===== src/rtl/polyunit_pkg.sv =====
// Shared constants and types for the poly unit loader slice.
// - KYBER_Q            : coefficient modulus
// - DATWID_DEF/ADDWID_DEF : default coefficient and RAM address widths
// - mode_t             : run modes handed to the poly unit core
// - state_t            : loader FSM encoding (exposed on the debug port)
package polyunit_pkg;

  localparam int KYBER_Q    = 3329;
  localparam int DATWID_DEF = 12;
  localparam int ADDWID_DEF = 7;

  typedef enum logic [1:0] {
    P_IDLE   = 2'd0,  // load only, no core run
    P_NTT    = 2'd1,
    P_INTT   = 2'd2,
    P_BYPASS = 2'd3
  } mode_t;

  typedef enum logic [2:0] {
    S_IDLE  = 3'd0,
    S_LOAD  = 3'd1,
    S_PAD   = 3'd2,
    S_START = 3'd3,
    S_WAIT  = 3'd4,
    S_FIN   = 3'd5
  } state_t;

endpackage


===== src/rtl/polyunit_loader_if.sv =====
// Bundle of the loader's stream input, core RAM/control port and status.
// Handshake: a beat transfers on a rising clk edge where s_valid and s_ready
// are both 1; s_data/s_last/mode_sel must be stable while s_valid is high,
// and s_ready never depends combinationally on s_valid.
// Modports:
// - slave  : the loader (consumes the stream and core_done, drives the rest)
// - master : the environment (stream source and poly unit core)
interface polyunit_loader_if #(
  parameter int DATWID = 12,
  parameter int ADDWID = 7
) ();
  logic              s_valid;
  logic              s_ready;
  logic [DATWID-1:0] s_data;
  logic              s_last;
  logic [1:0]        mode_sel;
  logic [DATWID-1:0] data_in;
  logic [ADDWID-1:0] add_in;
  logic              wr_en;
  logic [1:0]        mode;
  logic              run;
  logic              core_done;
  logic              busy;
  logic              frame_done;
  logic              err_len;

  modport slave (
    input  s_valid, s_data, s_last, mode_sel, core_done,
    output s_ready, data_in, add_in, wr_en, mode, run, busy, frame_done, err_len
  );

  modport master (
    output s_valid, s_data, s_last, mode_sel, core_done,
    input  s_ready, data_in, add_in, wr_en, mode, run, busy, frame_done, err_len
  );
endinterface


===== src/rtl/polyunit_modq_csub.sv =====
// Combinational reduction of a raw coefficient into [0, KYBER_Q).
// Ports: din (raw coefficient), dout (reduced coefficient).
// One conditional subtract is enough because 2**12-1 - q = 766 < q.
module polyunit_modq_csub
  import polyunit_pkg::*;
#(
  parameter int DATWID = DATWID_DEF
) (
  input  logic [DATWID-1:0] din,
  output logic [DATWID-1:0] dout
);
  localparam logic [DATWID-1:0] Q = DATWID'(KYBER_Q);

  assign dout = (din >= Q) ? din - Q : din;
endmodule


===== src/rtl/polyunit_loader.sv =====
// Upstream feeder for the poly unit core. Accepts one frame of 2**ADDWID
// coefficients, reduces each mod q and writes it into the core's NTT RAM,
// zero-pads short frames, then starts the core with the mode latched on the
// first beat and waits for core_done.
// Ports:
// - clk       : clock, rising edge
// - rst       : synchronous reset, active low
// - bus       : stream in, RAM write port, run/mode/core_done, status flags
// - state_dbg : current FSM state
module polyunit_loader
  import polyunit_pkg::*;
#(
  parameter int DATWID = DATWID_DEF,
  parameter int ADDWID = ADDWID_DEF
) (
  input  logic             clk,
  input  logic             rst,
  polyunit_loader_if.slave bus,
  output state_t           state_dbg
);
  localparam logic [ADDWID-1:0] LAST_ADDR = {ADDWID{1'b1}};

  state_t            state_q, state_n;
  logic [ADDWID-1:0] cnt_q, cnt_n;
  logic [DATWID-1:0] data_q, data_n;
  logic [ADDWID-1:0] addr_q, addr_n;
  logic              wr_q, wr_n;
  logic [1:0]        mode_q, mode_n;
  logic              run_q, run_n;
  logic              busy_q, busy_n;
  logic              fd_q, fd_n;
  logic              err_q, err_n;
  logic [DATWID-1:0] reduced;
  logic              accept;

  polyunit_modq_csub #(.DATWID(DATWID)) u_csub (
    .din  (bus.s_data),
    .dout (reduced)
  );

  // Gated by rst so nothing is offered to the source while reset is held.
  assign bus.s_ready = rst & ((state_q == S_IDLE) | (state_q == S_LOAD));
  assign accept      = bus.s_valid & bus.s_ready;

  always_ff @(posedge clk) begin
    if (!rst) begin
      state_q <= S_IDLE;
      cnt_q   <= '0;
      data_q  <= '0;
      addr_q  <= '0;
      wr_q    <= 1'b0;
      mode_q  <= 2'd0;
      run_q   <= 1'b0;
      busy_q  <= 1'b0;
      fd_q    <= 1'b0;
      err_q   <= 1'b0;
    end else begin
      state_q <= state_n;
      cnt_q   <= cnt_n;
      data_q  <= data_n;
      addr_q  <= addr_n;
      wr_q    <= wr_n;
      mode_q  <= mode_n;
      run_q   <= run_n;
      busy_q  <= busy_n;
      fd_q    <= fd_n;
      err_q   <= err_n;
    end
  end

  always_comb begin
    state_n = state_q;
    cnt_n   = cnt_q;
    data_n  = data_q;
    addr_n  = addr_q;
    wr_n    = 1'b0;
    mode_n  = mode_q;
    run_n   = 1'b0;
    busy_n  = busy_q;
    fd_n    = 1'b0;
    err_n   = err_q;
    case (state_q)
      S_IDLE, S_LOAD: begin
        if (accept) begin
          data_n = reduced;
          addr_n = cnt_q;
          wr_n   = 1'b1;
          cnt_n  = cnt_q + 1'b1;
          if (state_q == S_IDLE) begin
            mode_n = bus.mode_sel;
            busy_n = 1'b1;
          end
          if (cnt_q == LAST_ADDR) begin
            // A full frame always starts the core, even without s_last;
            // the missing marker is only reported.
            if (!bus.s_last) err_n = 1'b1;
            state_n = S_START;
          end else if (bus.s_last) begin
            err_n   = 1'b1;
            state_n = S_PAD;
          end else begin
            state_n = S_LOAD;
          end
        end
      end
      S_PAD: begin
        data_n = '0;
        addr_n = cnt_q;
        wr_n   = 1'b1;
        cnt_n  = cnt_q + 1'b1;
        if (cnt_q == LAST_ADDR) state_n = S_START;
      end
      S_START: begin
        // No write is issued here, which keeps run one cycle behind the
        // final wr_en.
        cnt_n = '0;
        if (mode_q == P_IDLE) begin
          fd_n    = 1'b1;
          busy_n  = 1'b0;
          state_n = S_IDLE;
        end else begin
          run_n   = 1'b1;
          state_n = S_WAIT;
        end
      end
      S_WAIT: begin
        if (bus.core_done) state_n = S_FIN;
      end
      S_FIN: begin
        fd_n    = 1'b1;
        busy_n  = 1'b0;
        cnt_n   = '0;
        state_n = S_IDLE;
      end
      default: state_n = S_IDLE;
    endcase
  end

  assign bus.data_in    = data_q;
  assign bus.add_in     = addr_q;
  assign bus.wr_en      = wr_q;
  assign bus.mode       = mode_q;
  assign bus.run        = run_q;
  assign bus.busy       = busy_q;
  assign bus.frame_done = fd_q;
  assign bus.err_len    = err_q;
  assign state_dbg      = state_q;
endmodule

===== src/flat_wrapper.sv =====
// flat-port wrapper written by rule: the top's interface ports become plain ports
module polyunit_loader_flat import polyunit_pkg::*;
#(
  parameter int DATWID = DATWID_DEF,
  parameter int ADDWID = ADDWID_DEF
)
  (clk, rst, state_dbg, bus_s_valid, bus_s_data, bus_s_last, bus_mode_sel, bus_core_done, bus_s_ready, bus_data_in, bus_add_in, bus_wr_en, bus_mode, bus_run, bus_busy, bus_frame_done, bus_err_len);
  polyunit_loader_if #(.DATWID(DATWID), .ADDWID(ADDWID)) bus_i ();
  input  logic clk;
  input  logic rst;
  output state_t state_dbg;
  input wire logic [$bits(bus_i.s_valid)-1:0] bus_s_valid;
  input wire logic [$bits(bus_i.s_data)-1:0] bus_s_data;
  input wire logic [$bits(bus_i.s_last)-1:0] bus_s_last;
  input wire logic [$bits(bus_i.mode_sel)-1:0] bus_mode_sel;
  input wire logic [$bits(bus_i.core_done)-1:0] bus_core_done;
  output wire logic [$bits(bus_i.s_ready)-1:0] bus_s_ready;
  output wire logic [$bits(bus_i.data_in)-1:0] bus_data_in;
  output wire logic [$bits(bus_i.add_in)-1:0] bus_add_in;
  output wire logic [$bits(bus_i.wr_en)-1:0] bus_wr_en;
  output wire logic [$bits(bus_i.mode)-1:0] bus_mode;
  output wire logic [$bits(bus_i.run)-1:0] bus_run;
  output wire logic [$bits(bus_i.busy)-1:0] bus_busy;
  output wire logic [$bits(bus_i.frame_done)-1:0] bus_frame_done;
  output wire logic [$bits(bus_i.err_len)-1:0] bus_err_len;
  assign bus_i.s_valid = bus_s_valid;
  assign bus_i.s_data = bus_s_data;
  assign bus_i.s_last = bus_s_last;
  assign bus_i.mode_sel = bus_mode_sel;
  assign bus_i.core_done = bus_core_done;
  assign bus_s_ready = bus_i.s_ready;
  assign bus_data_in = bus_i.data_in;
  assign bus_add_in = bus_i.add_in;
  assign bus_wr_en = bus_i.wr_en;
  assign bus_mode = bus_i.mode;
  assign bus_run = bus_i.run;
  assign bus_busy = bus_i.busy;
  assign bus_frame_done = bus_i.frame_done;
  assign bus_err_len = bus_i.err_len;
  polyunit_loader #(.DATWID(DATWID), .ADDWID(ADDWID)) u_core (.clk(clk), .rst(rst), .bus(bus_i), .state_dbg(state_dbg));
endmodule

===== config.mk =====
export PLATFORM = sky130hd
export DESIGN_NAME = polyunit_loader_flat
export DESIGN_NICKNAME = d
export VERILOG_FILES = /design/src/rtl/polyunit_pkg.sv /design/src/rtl/polyunit_loader_if.sv /design/src/rtl/polyunit_modq_csub.sv /design/src/rtl/polyunit_loader.sv /design/src/flat_wrapper.sv
export SDC_FILE = /design/constraint.sdc
export NUM_CORES = 1
export LEC_CHECK = 0
export CAP_MARGIN = 20
export CORE_ASPECT_RATIO = 1.25
export CORE_UTILIZATION = 45
export DETAILED_ROUTE_END_ITERATION = 8
export GPL_TIMING_DRIVEN = 0
export PLACE_DENSITY = 0.77
export RECOVER_POWER = 25
export SYNTH_ARGS = -nofsm -noshare
export SYNTH_HDL_FRONTEND = slang
export SYNTH_SLANG_ARGS = --single-unit

===== constraint.sdc =====
create_clock -name clk -period 5.3 [get_ports clk]
set_input_delay 1.59 -clock clk [delete_from_list [all_inputs] [get_ports clk]]
set_output_delay 1.59 -clock clk [all_outputs]
set_load 0.005 [all_outputs]

==> flow_metrics.py <==
metrics = {
    "timing": {
        "worst_pin_slew_ns": 0.590,
        "period_share_pct": 83.9,
        "drv_slew": 0,
        "final.min_clock_period_ns": 4.45,
        "fmax_ghz": 0.225,
        "rsz0062_at_grt": "false",
        "tns_ns": 0,
        "hold_violations": 0,
        "skew_ns": 0.00688,
        "setup_violations": 0,
        "relSlewSlack_pct": 60.4,
    },
    "clocking": {
        "htree_levels": 2,
        "clock_latency_ns": 0.29,
        "cts_setup_buffers": 0,
        "root_buffer": "clkbuf_8",
        "cts.sink_count": 36,
        "clockBufferDepth": 2,
        "cts_tree": "done",
        "cts_buffers": 5,
        "clk_pin_slew_ns": 0.07,
        "cts_resized": 0,
        "hold_buffers": 0,
    },
    "floorplanning": {
        "pin_count": 49,
        "die_x_um": 60.0,
        "core_um2": 4070,
        "initial_core_util_pct": 46.6,
        "die_y_um": 74.5,
        "dieArea_um2": 4470,
        "std_cell_rows": 26,
    },
    "logic_synthesis": {
        "synth_nets": 246,
        "avgSynthCellArea_um2": 8.53,
        "synthesis.area_um2": 1890,
        "synthFlopType": "dfxtp_1",
        "synthArstFlopShare_pct": 0,
        "ys_top_cells_by_area": "dfxtp_1, nor2_1, mux2i_1",
        "synth_top_cell_by_area": "dfxtp_1",
        "yosys_register_bits": 36,
        "ys_types": 48,
        "ys_seq_area_share_pct": 38.0,
        "synth_edf_count": 0,
        "synth_cells": 222,
        "ys_warn_count": 0,
        "synth_top_area_share_pct": 38.0,
    },
    "pwr": {
        "leakage_nw": 0.949,
        "power_density_nw_per_um2": 243,
        "ir_drop_mv": 0.229,
        "total_power_w": 0.000614,
    },
    "placed_design": {
        "routabilityCongestion": 0.857,
        "port_buffers": 47,
        "hpwl_um": 3550,
    },
    "detailed_routing": {
        "finalWirelength_um": 4870,
        "wl_met2_um": 2450,
        "wl_met3_um": 259,
        "routed.top_layer": "met4",
        "routedWlPerCell_um": 14.7,
        "drc_errors": 0,
        "ant_nets": 0,
        "vias": 1896,
        "via_per_inst": 5.71,
        "drt_iter0_markers": 107,
        "first_pass_iters": 4,
        "wirelength_met1_um": 2050,
    },
    "setup_path": {
        "start_kind": "input pin",
        "arrival_ns": 2.86,
        "startpoint": "rst",
        "r2r-start": "u_core.state_dbg[2]",
        "crit_type": "input pin to output port",
        "required_ns": 3.71,
        "cp_max_fo": 10,
        "endpoint_kind": "output port",
    },
    "global_route": {
        "grt_max_degree": 11,
        "grt-ovfl-total": 0,
        "grt_antenna_before_repair": 0,
        "grt_use_total_pct": 23.0,
        "grt_pass1_wl_um": 7660,
        "grt_pass1_vias": 1759,
    },
    "cells_and_area": {
        "syn_to_final_growth_pct": 33.6,
        "final_cell_mix": "dfxtp_1, clkdlybuf4s50_1, nor2_1",
        "drive_above_1_share_pct": 6.52,
        "fill_cells": 355,
        "final_common_cell": "dfxtp_1",
        "nets": 300,
        "diodes": 0,
    },
    "min_path": {
        "hold_path_class": "flop to flop",
        "hp-start": "u_core.bus.data_in[8]",
    },
    "flow_run": {
        "maxCapViolCount": 0,
    },
    "status": {
        "status": "complete, no violations",
    },
}
-- sequential cells by signal, summed over array words and instances (netlist names) --
name                   cells
u_core.bus.wr_en           1
u_core.cnt_q               7
u_core.bus.err_len         1
u_core.bus.run             1
u_core.bus.frame_done      1
u_core.state_dbg           3
u_core.bus.data_in        12
u_core.bus.add_in          7
u_core.bus.busy            1
u_core.bus.mode            2
-- worst max-delay path, cell delays in order --
cell             delay [ns]
clkbuf_1               0.30
nor3b_1                0.38
clkdlybuf4s50_1        0.58
-- Yosys cell counts, types with 3 or more instances --
cell type and number:
nand3_1 12, o21a_1 9, nand2_1 10, or4_4 3, o21ai_0 11, nor3_1 3
and3_1 3, a31oi_1 4, nor2_1 26, clkbuf_1 13, xnor2_1 6, or4_1 3
o211ai_1 6, nand2b_1 3, a211oi_1 5, dfxtp_1 36, and2_1 3, nor4_1 4
inv_1 8, ha_1 5, a21oi_1 10, mux2i_1 7
-- stage by stage --
step | worst slack, ns | instances | area [µm²] | hold WS (ns) | utilization (%)
CTS | 0.884 | 332 | 2530 | 0.458 | 62.2
global route | 0.753 | 332 | 2530 | 0.473 | 62.2
global placement | 0.861 | 325 | 2430 | 0.450 | 59.9
floorplan | 1.61 | 222 | 1890 | 0.453 | -
detailed placement | 0.888 | 325 | 2430 | 0.448 | 59.9
finish | 0.854 | 332 | 2530 | 0.452 | 62.2
-- final timing paths --
| kind | endpoint | slack (ns) | cells after the start |
|---|---|---|---|
| max | bus_s_ready | 0.85 | 3 |
| max reg2reg | u_core.bus.data_in[8] | 3.16 | 6 |
| min reg2reg | u_core.bus.data_in[8] | 0.45 | 2 |
| min | u_core.bus.data_in[8] | 0.45 | 2 |
-- power by group --
part / switching [W] / total, W / internal (W) / leakage, nW
registers: 0.00000903 / 0.000292 / 0.000283 / 0.293
clock network: 0.0000968 / 0.000213 / 0.000116 / 0.0503
logic: 0.0000537 / 0.000110 / 0.0000558 / 0.605
-- layout make-up --
type,count,area (µm²),area share (%)
well taps,56,70.1,2.77
repair buffers,47,470,18.6
inverters,8,30.0,1.19
multi-input cells,164,1080,42.8
flip-flops and latches,36,721,28.5
clock buffers,7,96.3,3.81
plain buffers,14,60.1,2.37
-- layer usage --
metal / vias up / GRT usage, %
li1: 925 / -
met1: 888 / 26.0
met2: 69 / 41.0
met3: 14 / 4.87
met4: 0 / 10.1
met5: - / 0
-- cell families (layout without fill, tap and decap cells) --
logic type	count (synthesis)	count (layout)	share of synthesized area (%)
buffers and inverters	22	76	4.76
XOR/XNOR	6	6	2.77
flip-flops	36	36	38.0
multiplexers	7	7	3.70
AO/OA/AOI/OAI	64	64	24.0
AND/OR/NAND/NOR	82	82	23.4
adder cells (fa/ha/maj)	5	5	3.30
No activity file was read; power rests on OpenSTA's default activity.
